File: src/rtl/fir_pkg.sv
// -----------------------------------------------------------------------------
// fir_pkg
//   Shared definitions for the symmetric FIR MAC:
//     - fir_state_t  : FSM state encoding (IDLE, ACCUM, HOLD)
//     - DEFAULT_H    : number of distinct coefficients in the default set
//     - DEFAULT_COEF : default half-filter coefficients c[0..15] (sum over all
//                      31 taps = 1028, scaled by 2^10)
//     - acc_width()  : accumulator width that cannot overflow for H taps
// -----------------------------------------------------------------------------
package fir_pkg;

  typedef enum logic [1:0] {
    IDLE  = 2'd0,
    ACCUM = 2'd1,
    HOLD  = 2'd2
  } fir_state_t;

  localparam int DEFAULT_H = 16;

  localparam int unsigned DEFAULT_COEF [DEFAULT_H] = '{
    3, 4, 6, 8, 12, 17, 23, 29, 36, 43, 50, 56, 61, 65, 67, 68
  };

  // Pre-add is data_w+1 bits, product adds coef_w bits, and summing h
  // products needs $clog2(h) more bits of headroom.
  function automatic int acc_width(input int data_w, input int coef_w, input int h);
    return data_w + 1 + coef_w + $clog2(h);
  endfunction

endpackage

File: src/rtl/fir_coef_rom.sv
// -----------------------------------------------------------------------------
// fir_coef_rom
//   Combinational coefficient lookup: tap index k -> c[k].
//   Indices at or beyond the half-length H (and beyond the default set)
//   return 0, so the drain cycle of the MAC contributes nothing.
// Ports:
//   k    in  [K_W-1:0]    tap index (0..H, H being the drain cycle)
//   coef out [COEF_W-1:0] coefficient for that tap
// -----------------------------------------------------------------------------
module fir_coef_rom
  import fir_pkg::*;
#(
  parameter  int TAPS   = 31,
  parameter  int COEF_W = 8,
  localparam int H      = (TAPS + 1) / 2,
  localparam int K_W    = $clog2(H + 1)
) (
  input  logic [K_W-1:0]    k,
  output logic [COEF_W-1:0] coef
);

  // NOTE: every output of a combinational block gets a default first so no
  // path leaves it unassigned, which would otherwise infer a latch.
  always_comb begin
    coef = '0;
    for (int i = 0; i < DEFAULT_H; i++) begin
      if (i < H && k == K_W'(i)) begin
        coef = COEF_W'(DEFAULT_COEF[i]);
      end
    end
  end

endmodule

File: src/rtl/fir_symmetric_mac.sv
// -----------------------------------------------------------------------------
// fir_symmetric_mac
//   Odd-length symmetric FIR filter using a single multiplier. Each accepted
//   sample is shifted into the delay line, then H=(TAPS+1)/2 MAC cycles fold
//   mirrored taps through a pre-adder (centre tap alone), followed by one
//   cycle that registers the scaled result. The result is held until the
//   consumer takes it; only then is a new sample accepted.
//
// Optional feature (macro FIR_SATURATE_EN):
//   defined   : shifted result above 2^DATA_W-1 clamps to 2^DATA_W-1
//   undefined : output is the low DATA_W bits of the shifted result (wrap)
//
// Ports:
//   clk        in   system clock, rising edge
//   reset      in   asynchronous active-high reset
//   in_valid   in   in_sample is valid
//   in_ready   out  sample accepted this cycle (IDLE only)
//   in_sample  in   [DATA_W-1:0] new unsigned sample
//   out_valid  out  out_sample is valid (HOLD only)
//   out_ready  in   consumer accepts out_sample
//   out_sample out  [DATA_W-1:0] filtered unsigned sample
// -----------------------------------------------------------------------------
module fir_symmetric_mac
  import fir_pkg::*;
#(
  parameter int DATA_W     = 10,
  parameter int COEF_W     = 8,
  parameter int TAPS       = 31,
  parameter int COEF_SHIFT = 10
) (
  input  logic              clk,
  input  logic              reset,
  input  logic              in_valid,
  output logic              in_ready,
  input  logic [DATA_W-1:0] in_sample,
  output logic              out_valid,
  input  logic              out_ready,
  output logic [DATA_W-1:0] out_sample
);

  localparam int H     = (TAPS + 1) / 2;
  localparam int K_W   = $clog2(H + 1);
  localparam int ACC_W = acc_width(DATA_W, COEF_W, H);

  fir_state_t          state;
  fir_state_t          state_next;
  logic [K_W-1:0]      k;
  logic [ACC_W-1:0]    acc;
  logic [DATA_W-1:0]   x [TAPS];

  logic [COEF_W-1:0]   coef;
  logic [DATA_W-1:0]   x_near;
  logic [DATA_W-1:0]   x_far;
  logic [DATA_W:0]     pre_add;
  logic [ACC_W-1:0]    product;
  logic [DATA_W-1:0]   result;
  logic                accept;
  logic                mac_done;

  fir_coef_rom #(
    .TAPS   (TAPS),
    .COEF_W (COEF_W)
  ) u_coef_rom (
    .k    (k),
    .coef (coef)
  );

  assign in_ready  = (state == IDLE);
  assign out_valid = (state == HOLD);
  assign accept    = in_valid && in_ready;
  // k == H is the drain cycle: all H products are already in acc.
  assign mac_done  = (k == K_W'(H));

  // Select the mirrored tap pair for index k. The centre tap has no partner,
  // so its far operand is zero and the pre-add passes x[k] through.
  always_comb begin
    x_near = '0;
    x_far  = '0;
    for (int i = 0; i < H; i++) begin
      if (k == K_W'(i)) begin
        x_near = x[i];
        x_far  = (i == H - 1) ? '0 : x[TAPS-1-i];
      end
    end
  end

  assign pre_add = {1'b0, x_near} + {1'b0, x_far};
  assign product = ACC_W'(coef) * ACC_W'(pre_add);

`ifdef FIR_SATURATE_EN
  logic [ACC_W-1:0] shifted;
  assign shifted = acc >> COEF_SHIFT;
  assign result  = (|shifted[ACC_W-1:DATA_W]) ? '1 : shifted[DATA_W-1:0];
`else
  assign result  = DATA_W'(acc >> COEF_SHIFT);
`endif

  // NOTE: sequential state uses non-blocking assignments so every register
  // samples the pre-edge values, independent of statement order.
  always_ff @(posedge clk or posedge reset) begin
    if (reset) state <= IDLE;
    else       state <= state_next;
  end

  always_comb begin
    state_next = state;
    unique case (state)
      IDLE:    if (accept)    state_next = ACCUM;
      ACCUM:   if (mac_done)  state_next = HOLD;
      HOLD:    if (out_ready) state_next = IDLE;
      default:                state_next = IDLE;
    endcase
  end

  // NOTE: the delay line is a small register array that must read as zero
  // after reset, so it is cleared explicitly rather than left to power-up.
  always_ff @(posedge clk or posedge reset) begin
    if (reset) begin
      for (int i = 0; i < TAPS; i++) x[i] <= '0;
      acc        <= '0;
      k          <= '0;
      out_sample <= '0;
    end else begin
      unique case (state)
        IDLE: begin
          if (accept) begin
            x[0] <= in_sample;
            for (int i = 1; i < TAPS; i++) x[i] <= x[i-1];
            acc <= '0;
            k   <= '0;
          end
        end
        ACCUM: begin
          if (mac_done) begin
            out_sample <= result;
          end else begin
            acc <= acc + product;
            k   <= k + 1'b1;
          end
        end
        default: ;
      endcase
    end
  end

endmodule

File: config.mk
export PLATFORM = sky130hd
export DESIGN_NAME = fir_symmetric_mac
export DESIGN_NICKNAME = d
export VERILOG_FILES = /design/src/rtl/fir_pkg.sv /design/src/rtl/fir_coef_rom.sv /design/src/rtl/fir_symmetric_mac.sv
export SDC_FILE = /design/constraint.sdc
export NUM_CORES = 1
export LEC_CHECK = 0
export CORE_UTILIZATION = 51
export DETAILED_ROUTE_END_ITERATION = 6
export PLACE_DENSITY = 0.73
export SLEW_MARGIN = 20
export SYNTH_ARGS = -nofsm -noshare
export SYNTH_HDL_FRONTEND = slang
export SYNTH_SLANG_ARGS = --single-unit
export TNS_END_PERCENT = 20
File: constraint.sdc
create_clock -name clk -period 15.25 [get_ports clk]
set_input_delay 3.8125 -clock clk [delete_from_list [all_inputs] [get_ports clk]]
set_output_delay 3.8125 -clock clk [all_outputs]
set_load 0.05 [all_outputs]
Word-level counts from Yosys, hierarchy flattened
Cells that the tools add are included.
{"block": "word_totals", "register_bits": 350, "inputBits": 14, "output_inout_bits": 12, "wordCells": 127}
{"block": "classes", "addsub": 3, "n_mul": 1, "n_eq_ne": 22, "n_mux": 58, "n_reduce_logical": 8}
{"op": "$mux W10", "count": 32}
{"op": "$mux W8", "count": 15}
{"op": "$mux W23", "count": 2}
{"op": "$pmux W23 S2", "count": 1}
{"op": "$eq A5 B4 Y1 const B", "count": 8}
{"op": "$add A23 B19 Y23", "count": 1}
{"op": "$eq A5 B3 Y1 const B", "count": 4}
{"op": "$mul A8 B11 Y19", "count": 1}
{"op": "$add A10 B10 Y11", "count": 1}
{"op": "$eq A5 B2 Y1 const B", "count": 2}
{"op": "$mux W5", "count": 2}
{"op": "$pmux W5 S2", "count": 1}
{"op": "$mux W2", "count": 4}
{"op": "$pmux W2 S3", "count": 1}
{"op": "$reduce_and A3 Y1", "count": 2}
{"op": "$add A5 B1 Y5 const B", "count": 1}
{"op": "$eq A5 B1 Y1 const B", "count": 1}
{"op": "$eq A5 B5 Y1 const B", "count": 1}
{"op": "$logic_not A5 Y1", "count": 1}
{"op": "$ne A2 B1 Y1 const B", "count": 2}
{"op": "$ne A2 B2 Y1 const B", "count": 2}
{"op": "$reduce_and A2 Y1", "count": 2}
{"op": "$eq A2 B1 Y1 const B", "count": 1}
{"op": "$eq A2 B2 Y1 const B", "count": 1}
{"op": "other kinds (3)", "count": 3}

Depth between registers and ports, before layout
Gate-level depths: netlist of the first run.
{"block": "logic_depth", "depth_word": 22, "depth_mapped": 34, "mapped_depth_nobuf": 32}

By module
Synthesis of the first run repeated with hierarchy kept, for this count alone.
{"block": "hier_totals", "hier_cells": 2425, "area_unflattened_um2": 19926.6}
{"mod": "fir_symmetric_mac", "n_inst": 1, "cells_each": 2391, "area_per_inst_um2": 19705.1, "seq_area_each_um2": 8683.3}
{"mod": "fir_coef_rom", "n_inst": 1, "cells_each": 34, "area_per_inst_um2": 221.5, "seq_area_each_um2": 0.0}

Least setup slack after synthesis of the first run
Ideal clock, no wire load.
{"block": "synth_path", "path_kind": "register to register", "startpoint": "register k[0]", "endpoint": "register acc[19]", "setup_time_ps": 133, "arrival_time_ps": 7877, "t_required_ps": 15117, "slack_ps": 7240, "stages_incl_launch_ff": 34, "path_buffers": 5, "synth_period_minus_slack_ps": 8010, "cell_sequence": "dfrtp_1 > ha_1 > clkbuf_1 > buf_2 > clkbuf_1 > and3_1 > ha_1 > clkbuf_1 > clkbuf_1 > a221oi_1 > o32ai_1 > ha_1 > inv_1 > fa_1 > nor2b_1 > o21ai_0 > a21boi_0 > o21ai_0 > nor3b_1 > or3b_2 > fa_1 > inv_1 > fa_1 > inv_1 > fa_1 > fa_1 > inv_1 > ha_1 > o21ai_0 > o21ai_0 > a31o_2 > a31oi_1 > mux2i_1 > o211ai_1"}
{"block": "synth_via", "elab_chain_len": 22, "elab_cells_between_ends": 72, "cone_classes": "add/sub: 2; mul: 1; eq/ne: 17; mux: 50; reduce/logical: 2"}
{"element": "start: declaration", "line_no": "fir_symmetric_mac.sv:47", "source": "logic [K_W-1:0] k;"}
{"element": "start signal: assignment", "line_no": "fir_symmetric_mac.sv:138", "source": "k <= k + 1'b1;"}
{"element": "$logic_not A5 Y1", "line_no": "fir_coef_rom.sv:27, fir_symmetric_mac.sv:80"}
{"element": "$mux W10 (16 in a row)", "line_no": "fir_symmetric_mac.sv:80", "source": "if (k == K_W'(i)) begin"}
{"element": "$add A10 B10 Y11", "line_no": "fir_symmetric_mac.sv:87", "source": "assign pre_add = {1'b0, x_near} + {1'b0, x_far};"}
{"element": "$mul A8 B11 Y19", "line_no": "fir_symmetric_mac.sv:88", "source": "assign product = ACC_W'(coef) * ACC_W'(pre_add);"}
{"element": "$add A23 B19 Y23", "line_no": "fir_symmetric_mac.sv:137", "source": "acc <= acc + product;"}
{"element": "$mux W23", "line_no": "fir_symmetric_mac.sv:134", "source": "if (mac_done) begin"}
{"element": "$pmux W23 S2", "line_no": "fir_symmetric_mac.sv:124", "source": "unique case (state)"}
{"element": "end signal: assignment", "line_no": "fir_symmetric_mac.sv:137"}
{"element": "end: declaration", "line_no": "fir_symmetric_mac.sv:48", "source": "logic [ACC_W-1:0] acc;"}
Several ways; a longest one is shown, not always the timed one. The select of a mux whose other input is x is not followed.
A chain may end at the register's enable or synchronous reset.

Worst setup path in the final report of the first run
Ends and elaborated chain as after synthesis.

==> results.yml, run 1 <==
outcome:
  status: "finished, violations left"
  failed_checks: "slew limit"
die:
  fp.dieW_um: 200
  die_h_um: 200
  io_pins: 26
  die_area_mm2: 0.0401
  core_mm2: 0.0387
  start_util_pct: 51.8
  placementRows: 72
yosys:
  postSynthCellCount: 2422
  ys_warn_count: 0
  synth.avg_cell_area_um2: 8.28
  synth_area_mm2: 0.0200
  synth_seq_area_share_pct: 43.3
  synth_ff_type: "dfrtp_1"
  synthDistinctLibCells: 87
  synth_edf_count: 0
  ys_seq_elements: 347
  synthArstFlopShare_pct: 100
  syn-num-nets: 2561
detailed_routing:
  wl_per_cell_um: 18.7
  route.detailed.drc: 0
  drtIter0Drc: 1882
  drt_pass1_iterations: 5
  detail-route-antenna-nets: 0
  vias: 17100
  via_per_inst: 5.85
  routed_wl_mm: 54.8
cts:
  clkSinkCount: 347
  cts_root_buffer: "clkbuf_16"
  cts-buffers-inserted: 39
  insertion_delay_ns: 0.59
  clock_path_buffers: 3
  post-cts-setup-buffer-count: 0
  cts-htree-levels: 2
  holdBufCountCts: 0
  cts.repair.resized: 0
  clkTransAtPathRegs_ns: 0.06
  cts_tree: "yes"
job:
  drv_cap: 0
worst_setup_path:
  worst_setup_path_start_kind: "register"
  endpoint_kind: "register"
  reg2reg_from: "k[0]$_DFFE_PP0P_"
  path_max_fanout: 36
  worst-r2r-setup-slack_ns: 5.64
  cp_slowest_cell: "nand2_1"
  slowest_delay_ns: 0.70
  crit_start: "k[0]$_DFFE_PP0P_"
  crit_required_ns: 15.71
  arrival_ns: 10.07
  worstSetupPathType: "reg2reg"
final_layout:
  syn_to_final_growth_pct: 10.3
  layout_commonest_cell: "nand2_1"
  fin_nets: 2518
  layout-drive-gt1-share_pct: 5.93
  nFillCells: 3339
  layout_common_cells: "nand2_1 (969), dfrtp_1 (347), inv_1 (140)"
  antenna_cells: 0
  fin_util_pct: 57.1
global_routing:
  antenna_found_initial: 0
  grt_use_total_pct: 27.9
  gr-total-overflow: 0
  grt_pass1_wl_mm: 89.9
  grt_pass1_vias: 16700
  grt_max_degree: 257
timing:
  slew_violations: 51
  setup_viol: 0
  hold_viol_final: 0
  skew_ns: 0.0307
  rsz0062_at_grt: "false"
  relSlewSlack_pct: -0.824
  final.min_clock_period_ns: 9.61
  fmax_mhz: 104
  worst_pin_slew_ns: 1.51
  period_share_pct: 63.0
  finalSetupTns_ns: 0
placed_design:
  gp_congestion: 0.940
  io_buffer_count: 25
  dpl.hpwl_mm: 36.5
hold_path:
  hp-start: "x[0]$_DFFE_PP0P_"
  hp-class: "reg2reg"
==> layer usage <==
metal / global-route usage (%) / part of all wire (%) / up-vias
met5: 0 / 0 / -
met4: 10.3 / 2.9 / 0
met3: 3.71 / 7.0 / 109
met2: 43.8 / 47 / 703
met1: 39.5 / 43 / 8444
li1: - / - / 7877
==> layout make-up <==
class	instances	area [um^2]	share of cell area (%)
multi-input cells	1793	10200	46.3
flip-flops and latches	347	8680	39.3
clock buffers	51	1100	4.98
well taps	518	648	2.93
inverters	141	537	2.43
repair buffers	57	510	2.31
clock inverters	21	397	1.79
==> worst paths after layout <==
check,depth (start not counted),to
worst max-delay path,32,acc[19]$_DFFE_PP0P_
worst min-delay path,2,x[0]$_DFFE_PP0P_
worst max register to register,32,acc[19]$_DFFE_PP0P_
worst min register to register,2,x[0]$_DFFE_PP0P_
max in group asynchronous,3,out_sample[2]$_DFFE_PP0P_
min in group asynchronous,2,x[5]$_DFFE_PP0P_
==> registers in the layout, indices dropped and copies added, names as in the netlist <==
register    count
state           2
x             310
out_sample     10
k               5
acc            20
==> per-stage QoR <==
step,cell area (um^2),hold WS (ns),setup slack [ns],instances
after CTS,22100,0.479,5.82,2928
after global routing,22100,0.496,5.21,2928
after detailed placement,20600,0.464,5.90,2856
final,22100,0.481,5.64,2928
after floorplan,20000,0.446,1.82,2422
after global placement,20600,0.458,6.15,2856
==> cells by family after synthesis <==
group | Yosys count | synth area share, %
AND/OR/NAND/NOR | 1224 | 25.5
AO/OA/AOI/OAI | 408 | 13.6
flip-flops | 347 | 43.3
buffers and inverters | 282 | 5.80
adder cells (fa/ha/maj) | 125 | 10.1
XOR/XNOR | 24 | 1.05
multiplexers | 12 | 0.643
==> cell usage after synthesis, drive strengths merged (9+ instances only) <==
cell type	instances	area (um^2)
nand2	970	3640
o221ai	15	131
nand3	19	95.1
or3	9	56.3
xnor2	14	123
inv	141	529
clkbuf	100	375
a22oi	12	90.1
a211oi	18	135
ha	63	788
a21oi	78	390
xor2	10	87.6
fa	62	1240
nor2	101	389
a221oi	28	245
o22ai	25	156
o2bb2ai	12	105
dfrtp	347	8680
buf	41	258
o21ai	105	529
a21o	11	82.6
nand2b	25	156
o211ai	12	90.1
a31oi	13	81.3
nor3	28	156
==> worst max-delay path, delay by kind of cell, from the launching register on <==
family | cells | cell delay (ns)
mux | 1 | 0.23
simple gates | 5 | 2.24
flops | 1 | 0.44
fa+ha+maj | 8 | 3.20
buf+inv | 6 | 0.72
compound gates | 12 | 2.61
Power of run 1 is not shown: default switching activity piles up to over one toggle a cycle in this logic, so the estimate is an artifact.
==> run 2: changes to the inputs <==
--- a/config.mk
+++ b/config.mk
@@ -7,7 +7,7 @@
 export LEC_CHECK = 0
 export CORE_UTILIZATION = 51
 export DETAILED_ROUTE_END_ITERATION = 6
-export PLACE_DENSITY = 0.73
+export PLACE_DENSITY = 0.76
 export SLEW_MARGIN = 20
 export SYNTH_ARGS = -nofsm -noshare
 export SYNTH_HDL_FRONTEND = slang
==> constraint.sdc (replaced) <==
create_clock -name clk -period 8.6 [get_ports clk]
set_input_delay 2.15 -clock clk [delete_from_list [all_inputs] [get_ports clk]]
set_output_delay 2.15 -clock clk [all_outputs]
set_load 0.05 [all_outputs]
==> run 2 against run 1 <==
  * The run now ends clean
  * Core utilization increased by 0.86 points
  * Global-route usage increased by 1.4 points
  * Maximum frequency increased by 16%
  * Setup slack got worse by 5.3 ns
  * Flip-flop and latch count unchanged
  * Wire length increased by 5.4%
  * Die area unchanged
  * Hold slack got worse by 0.0025 ns
  * Critical endpoint is now acc[17]$_DFFE_PP0P_
==> results.yml, run 2 (same netlist as run 1, synthesis figures left out) <==
outcome:
  status: "finished, final reports clean"
hold_path:
  hp-start: "x[5]$_DFFE_PP0P_"
  holdPathEnd: "x[5]$_DFFE_PP0P_"
  hold_depth: 2
  hp-class: "reg2reg"
detailed_routing:
  drt_pass1_iterations: 5
  drtIter0Drc: 1984
  route.detailed.drc: 0
  wl_per_cell_um: 19.4
  vias: 17300
  detail-route-antenna-nets: 0
  via_per_inst: 5.82
  routed_wl_mm: 57.8
placed_design:
  dpl.hpwl_mm: 40.5
  gp_congestion: 0.943
  io_buffer_count: 25
worst_setup_path:
  crit_buf_inv: 6
  worst-r2r-setup-slack_ns: 0.34
  crit_family: "compound AO/OA/AOI/OAI gates"
  arrival_ns: 8.67
  cp_slowest_cell: "nor4bb_4"
  worst_setup_path_start_kind: "register"
  reg2reg_from: "k[4]$_DFFE_PP0P_"
  path_max_fanout: 14
  worstSetupPathType: "reg2reg"
  endpoint_kind: "register"
  r2r_cells: 29
  r2r_end: "acc[17]$_DFFE_PP0P_"
  crit_required_ns: 9.01
  slowest_delay_ns: 0.60
cts:
  cts_root_buffer: "clkbuf_16"
  insertion_delay_ns: 0.56
  clock_path_buffers: 3
  cts-buffers-inserted: 39
  cts-htree-levels: 2
  post-cts-setup-buffer-count: 0
  holdBufCountCts: 0
  cts_tree: "yes"
  clkSinkCount: 347
  clkTransAtPathRegs_ns: 0.06
  cts.repair.resized: 0
final_layout:
  layout_commonest_cell: "nand2_1"
  layout-drive-gt1-share_pct: 8.21
  regMostFlops: "x"
  antenna_cells: 0
  largest_reg_flops: 310
  fin_nets: 2572
  layout_common_cells: "nand2_1 (969), dfrtp_1 (347), inv_1 (140)"
  syn_to_final_growth_pct: 12.0
  nFillCells: 3413
  reg_top3: "x: 310 flops, acc: 20 flops, out_sample: 10 flops"
job:
  drv_cap: 0
die:
  io_pins: 26
  core_mm2: 0.0387
  start_util_pct: 51.8
  placementRows: 72
  fp.dieW_um: 200
  die_h_um: 200
  die_area_mm2: 0.0401
timing:
  hold_viol_final: 0
  setup_viol: 0
  final.min_clock_period_ns: 8.26
  relSlewSlack_pct: 18.9
  worst_pin_slew_ns: 1.20
  fmax_mhz: 121
  rsz0062_at_grt: "false"
  finalSetupTns_ns: 0
  period_share_pct: 96.1
  skew_ns: 0.0127
  slew_violations: 0
global_routing:
  antenna_found_initial: 0
  grt_max_degree: 196
  grt_pass1_wl_mm: 93.4
  grt_use_total_pct: 29.3
  gr-total-overflow: 0
  grt_pass1_vias: 16700
## run 2: area by class of cell
class                           instances  area, um^2  share of cell area (%)
Multi-Input combinational cell       1793       10300                    46.0
Sequential cell                       347        8680                    38.7
Clock buffer                           59        1130                    5.04
Timing Repair Buffer                  111        1020                    4.54
Tap cell                              518         648                    2.89
Inverter                              141         533                    2.37
Clock inverter                         10         101                   0.451
## run 2: worst max path at each step
stage | from | to | slack, ns | cells after the start
floorplan | k[0]$_DFFE_PP0P_ | acc[19]$_DFFE_PP0P_ | 0.59 | 33
global placement | k[0]$_DFFE_PP0P_ | acc[19]$_DFFE_PP0P_ | 0.25 | 31
detailed placement | k[0]$_DFFE_PP0P_ | acc[19]$_DFFE_PP0P_ | 0.20 | 31
CTS | k[0]$_DFFE_PP0P_ | acc[19]$_DFFE_PP0P_ | 0.17 | 31
global route | k[2]$_DFFE_PP0P_ | acc[19]$_DFFE_PP0P_ | 0.001 | 29
finish | k[4]$_DFFE_PP0P_ | acc[17]$_DFFE_PP0P_ | 0.34 | 29
## run 2: worst min-delay path: stages (launching register included)
cell     delay, ns
dfrtp_1       0.34
nand2_1       0.05
nand2_1       0.06
## run 2: metrics by stage
step	util, %	instance area (um^2)	std cells	hold WS [ns]	setup slack [ns]
final	58.0	22500	2979	0.478	0.336
after global routing	58.0	22500	2979	0.501	0.00122
after CTS	57.6	22300	2978	0.480	0.173
after detailed placement	54.5	21100	2909	0.467	0.199
after global placement	54.5	21100	2909	0.459	0.250
after floorplan	-	20100	2422	0.446	0.590
## run 2: per-layer routing
metal | GRT usage, % | vias up | share of wire, %
met4 | 8.62 | 0 | 2.4
met1 | 42.4 | 8561 | 43
met2 | 45.9 | 678 | 47
met5 | 0 | - | 0
li1 | - | 8002 | -
met3 | 4.05 | 100 | 7.7
Power of run 2 is left out for the same reason.
==> run 3: changes to the inputs <==
--- a/config.mk
+++ b/config.mk
@@ -6,7 +6,9 @@
 export NUM_CORES = 1
 export LEC_CHECK = 0
 export CORE_UTILIZATION = 51
+export CTS_CLUSTER_SIZE = 24
 export DETAILED_ROUTE_END_ITERATION = 6
+export GPL_ROUTABILITY_DRIVEN = 0
 export PLACE_DENSITY = 0.76
 export SLEW_MARGIN = 20
 export SYNTH_ARGS = -nofsm -noshare
==> run 3 against run 2 <==
  * Final cell count stayed put
  * Flip-flop and latch count stayed put
  * Final area is 0.36% lower
  * Maximum frequency is 0.57% higher
  * Core utilization is 0.21 points lower
  * Sequential share of layout area is 0.14 points higher
  * Critical path depth is 3 higher
==> results.yml, run 3 (same netlist as run 1, synthesis figures left out) <==
outcome:
  status: "finished, final reports clean"
worst_setup_path:
  worst-r2r-setup-slack_ns: 0.38
  arrival_ns: 8.61
  slowest_delay_ns: 0.54
  crit_path_frequent_cell: "inv_1"
  crit_required_ns: 8.99
  worst_setup_path_start_kind: "register"
  endpoint_kind: "register"
  reg2reg_from: "k[0]$_DFFE_PP0P_"
  worstSetupPathType: "reg2reg"
  path_max_fanout: 12
  r2r_cells: 32
  r2r_end: "acc[17]$_DFFE_PP0P_"
  cp_slowest_cell: "fa_1"
final_layout:
  regMostFlops: "x"
  syn_to_final_growth_pct: 11.6
  layout_common_cells: "nand2_1 (968), dfrtp_1 (346), inv_1 (139)"
  nFillCells: 3368
  multi_input_area_mm2: 0.0103
  largest_reg_flops: 310
  layout_commonest_cell: "nand2_1"
  layout-drive-gt1-share_pct: 8.21
  antenna_cells: 0
  reg_top3: "x: 310 flops, acc: 20 flops, out_sample: 10 flops"
  fin_nets: 2573
  seq_area_mm2: 0.00868
detailed_routing:
  vias: 17600
  wl_per_cell_um: 19.3
  route.detailed.drc: 0
  drtIter0Drc: 2408
  routed_wl_mm: 57.5
  detail-route-antenna-nets: 0
  drt_pass1_iterations: 6
  via_per_inst: 5.92
hold_path:
  holdPathEnd: "out_sample[2]$_DFFE_PP0P_"
  hp-class: "reg2reg"
  hp-start: "out_sample[2]$_DFFE_PP0P_"
  hold_depth: 2
cts:
  clkTransAtPathRegs_ns: 0.06
  cts-htree-levels: 2
  cts_root_buffer: "clkbuf_16"
  insertion_delay_ns: 0.55
  cts_tree: "yes"
  clock_path_buffers: 3
  cts-buffers-inserted: 38
  clkSinkCount: 347
die:
  start_util_pct: 51.8
  placementRows: 72
  fp.dieW_um: 200
  io_pins: 26
  die_area_mm2: 0.0401
  die_h_um: 200
  core_mm2: 0.0387
placed_design:
  dpl_worst_slack_ns: 0.253
  dpl.hpwl_mm: 40.3
  io_buffer_count: 25
timing:
  slew_violations: 0
  skew_ns: 0.0137
  fin_ws_ns: 0.383
  finalSetupTns_ns: 0
  fmax_mhz: 122
  period_share_pct: 95.6
  relSlewSlack_pct: 28.3
  worst_pin_slew_ns: 1.08
  hold_viol_final: 0
  setup_viol: 0
  final.min_clock_period_ns: 8.22
global_routing:
  grt_use_total_pct: 28.7
  grt_max_degree: 175
  antenna_found_initial: 0
  gr-total-overflow: 0
  grt_pass1_wl_mm: 92.9
  grt_pass1_vias: 17200
job:
  drv_cap: 0
## run 3: changes by cell type in the layout (fill, tap and decap cells not counted), moves of 2 or more
cell / delta
ha_1: +2
nor3b_2: -2
nor3b_1: +2
clkbuf_1: -3
buf_12: -5
bufinv_16: +2
buf_4: +8
## run 3: area by class of cell
cell class | instances | share of cell area (%)
tap | 518 | 2.90
clock inverter | 12 | 0.666
sequential | 347 | 38.8
multi-input combinational | 1793 | 46.1
timing repair buffer | 113 | 4.26
inverter | 141 | 2.38
clock buffer | 55 | 4.90
## run 3: metal layers
layer	share of wire, %	GRT usage [%]
met5	0	0
met2	46	44.8
met4	3.6	11.1
met3	8.2	4.17
met1	42	40.7
## run 3: worst max path at each step
stage,start,endpoint,slack (ns),cells past startpoint
after floorplan,k[0]$_DFFE_PP0P_,acc[19]$_DFFE_PP0P_,0.59,33
after global placement,k[4]$_DFFE_PP0P_,acc[19]$_DFFE_PP0P_,0.53,29
after detailed placement,k[0]$_DFFE_PP0P_,acc[18]$_DFFE_PP0P_,0.25,32
after CTS,k[0]$_DFFE_PP0P_,acc[18]$_DFFE_PP0P_,0.22,32
after global routing,k[0]$_DFFE_PP0P_,acc[18]$_DFFE_PP0P_,-0.001,30
final,k[0]$_DFFE_PP0P_,acc[17]$_DFFE_PP0P_,0.38,32
## run 3: repair_timing
| item | 4_1_cts | 5_1_grt |
|---|---|---|
| setup endpoints to repair | 0 | 10 |
| resized for setup | 0 | 21 |
| hold buffers | 0 | 0 |
| buffers inserted | 0 | 1 |
## run 3: metrics by stage
step	utilization, %	std cells	area [um^2]	hold slack, ns
6_report	57.8	2979	22400	0.481
2_1_floorplan	-	2422	20100	0.446
4_1_cts	57.5	2978	22300	0.487
3_5_place_dp	54.3	2911	21000	0.469
5_1_grt	57.8	2979	22400	0.508
3_3_place_gp	54.3	2911	21000	0.457
## run 3: critical path: cells and delay by family, from the launching register on
kind	cells	cell delay [ns]
adders and majority gates	7	2.82
AOI/OAI and AO/OA	11	2.70
buffers and inverters	9	1.13
and+or+nand+nor	4	0.75
DFF	1	0.43
muxes	1	0.23
Power of run 3 is left out for the same reason.
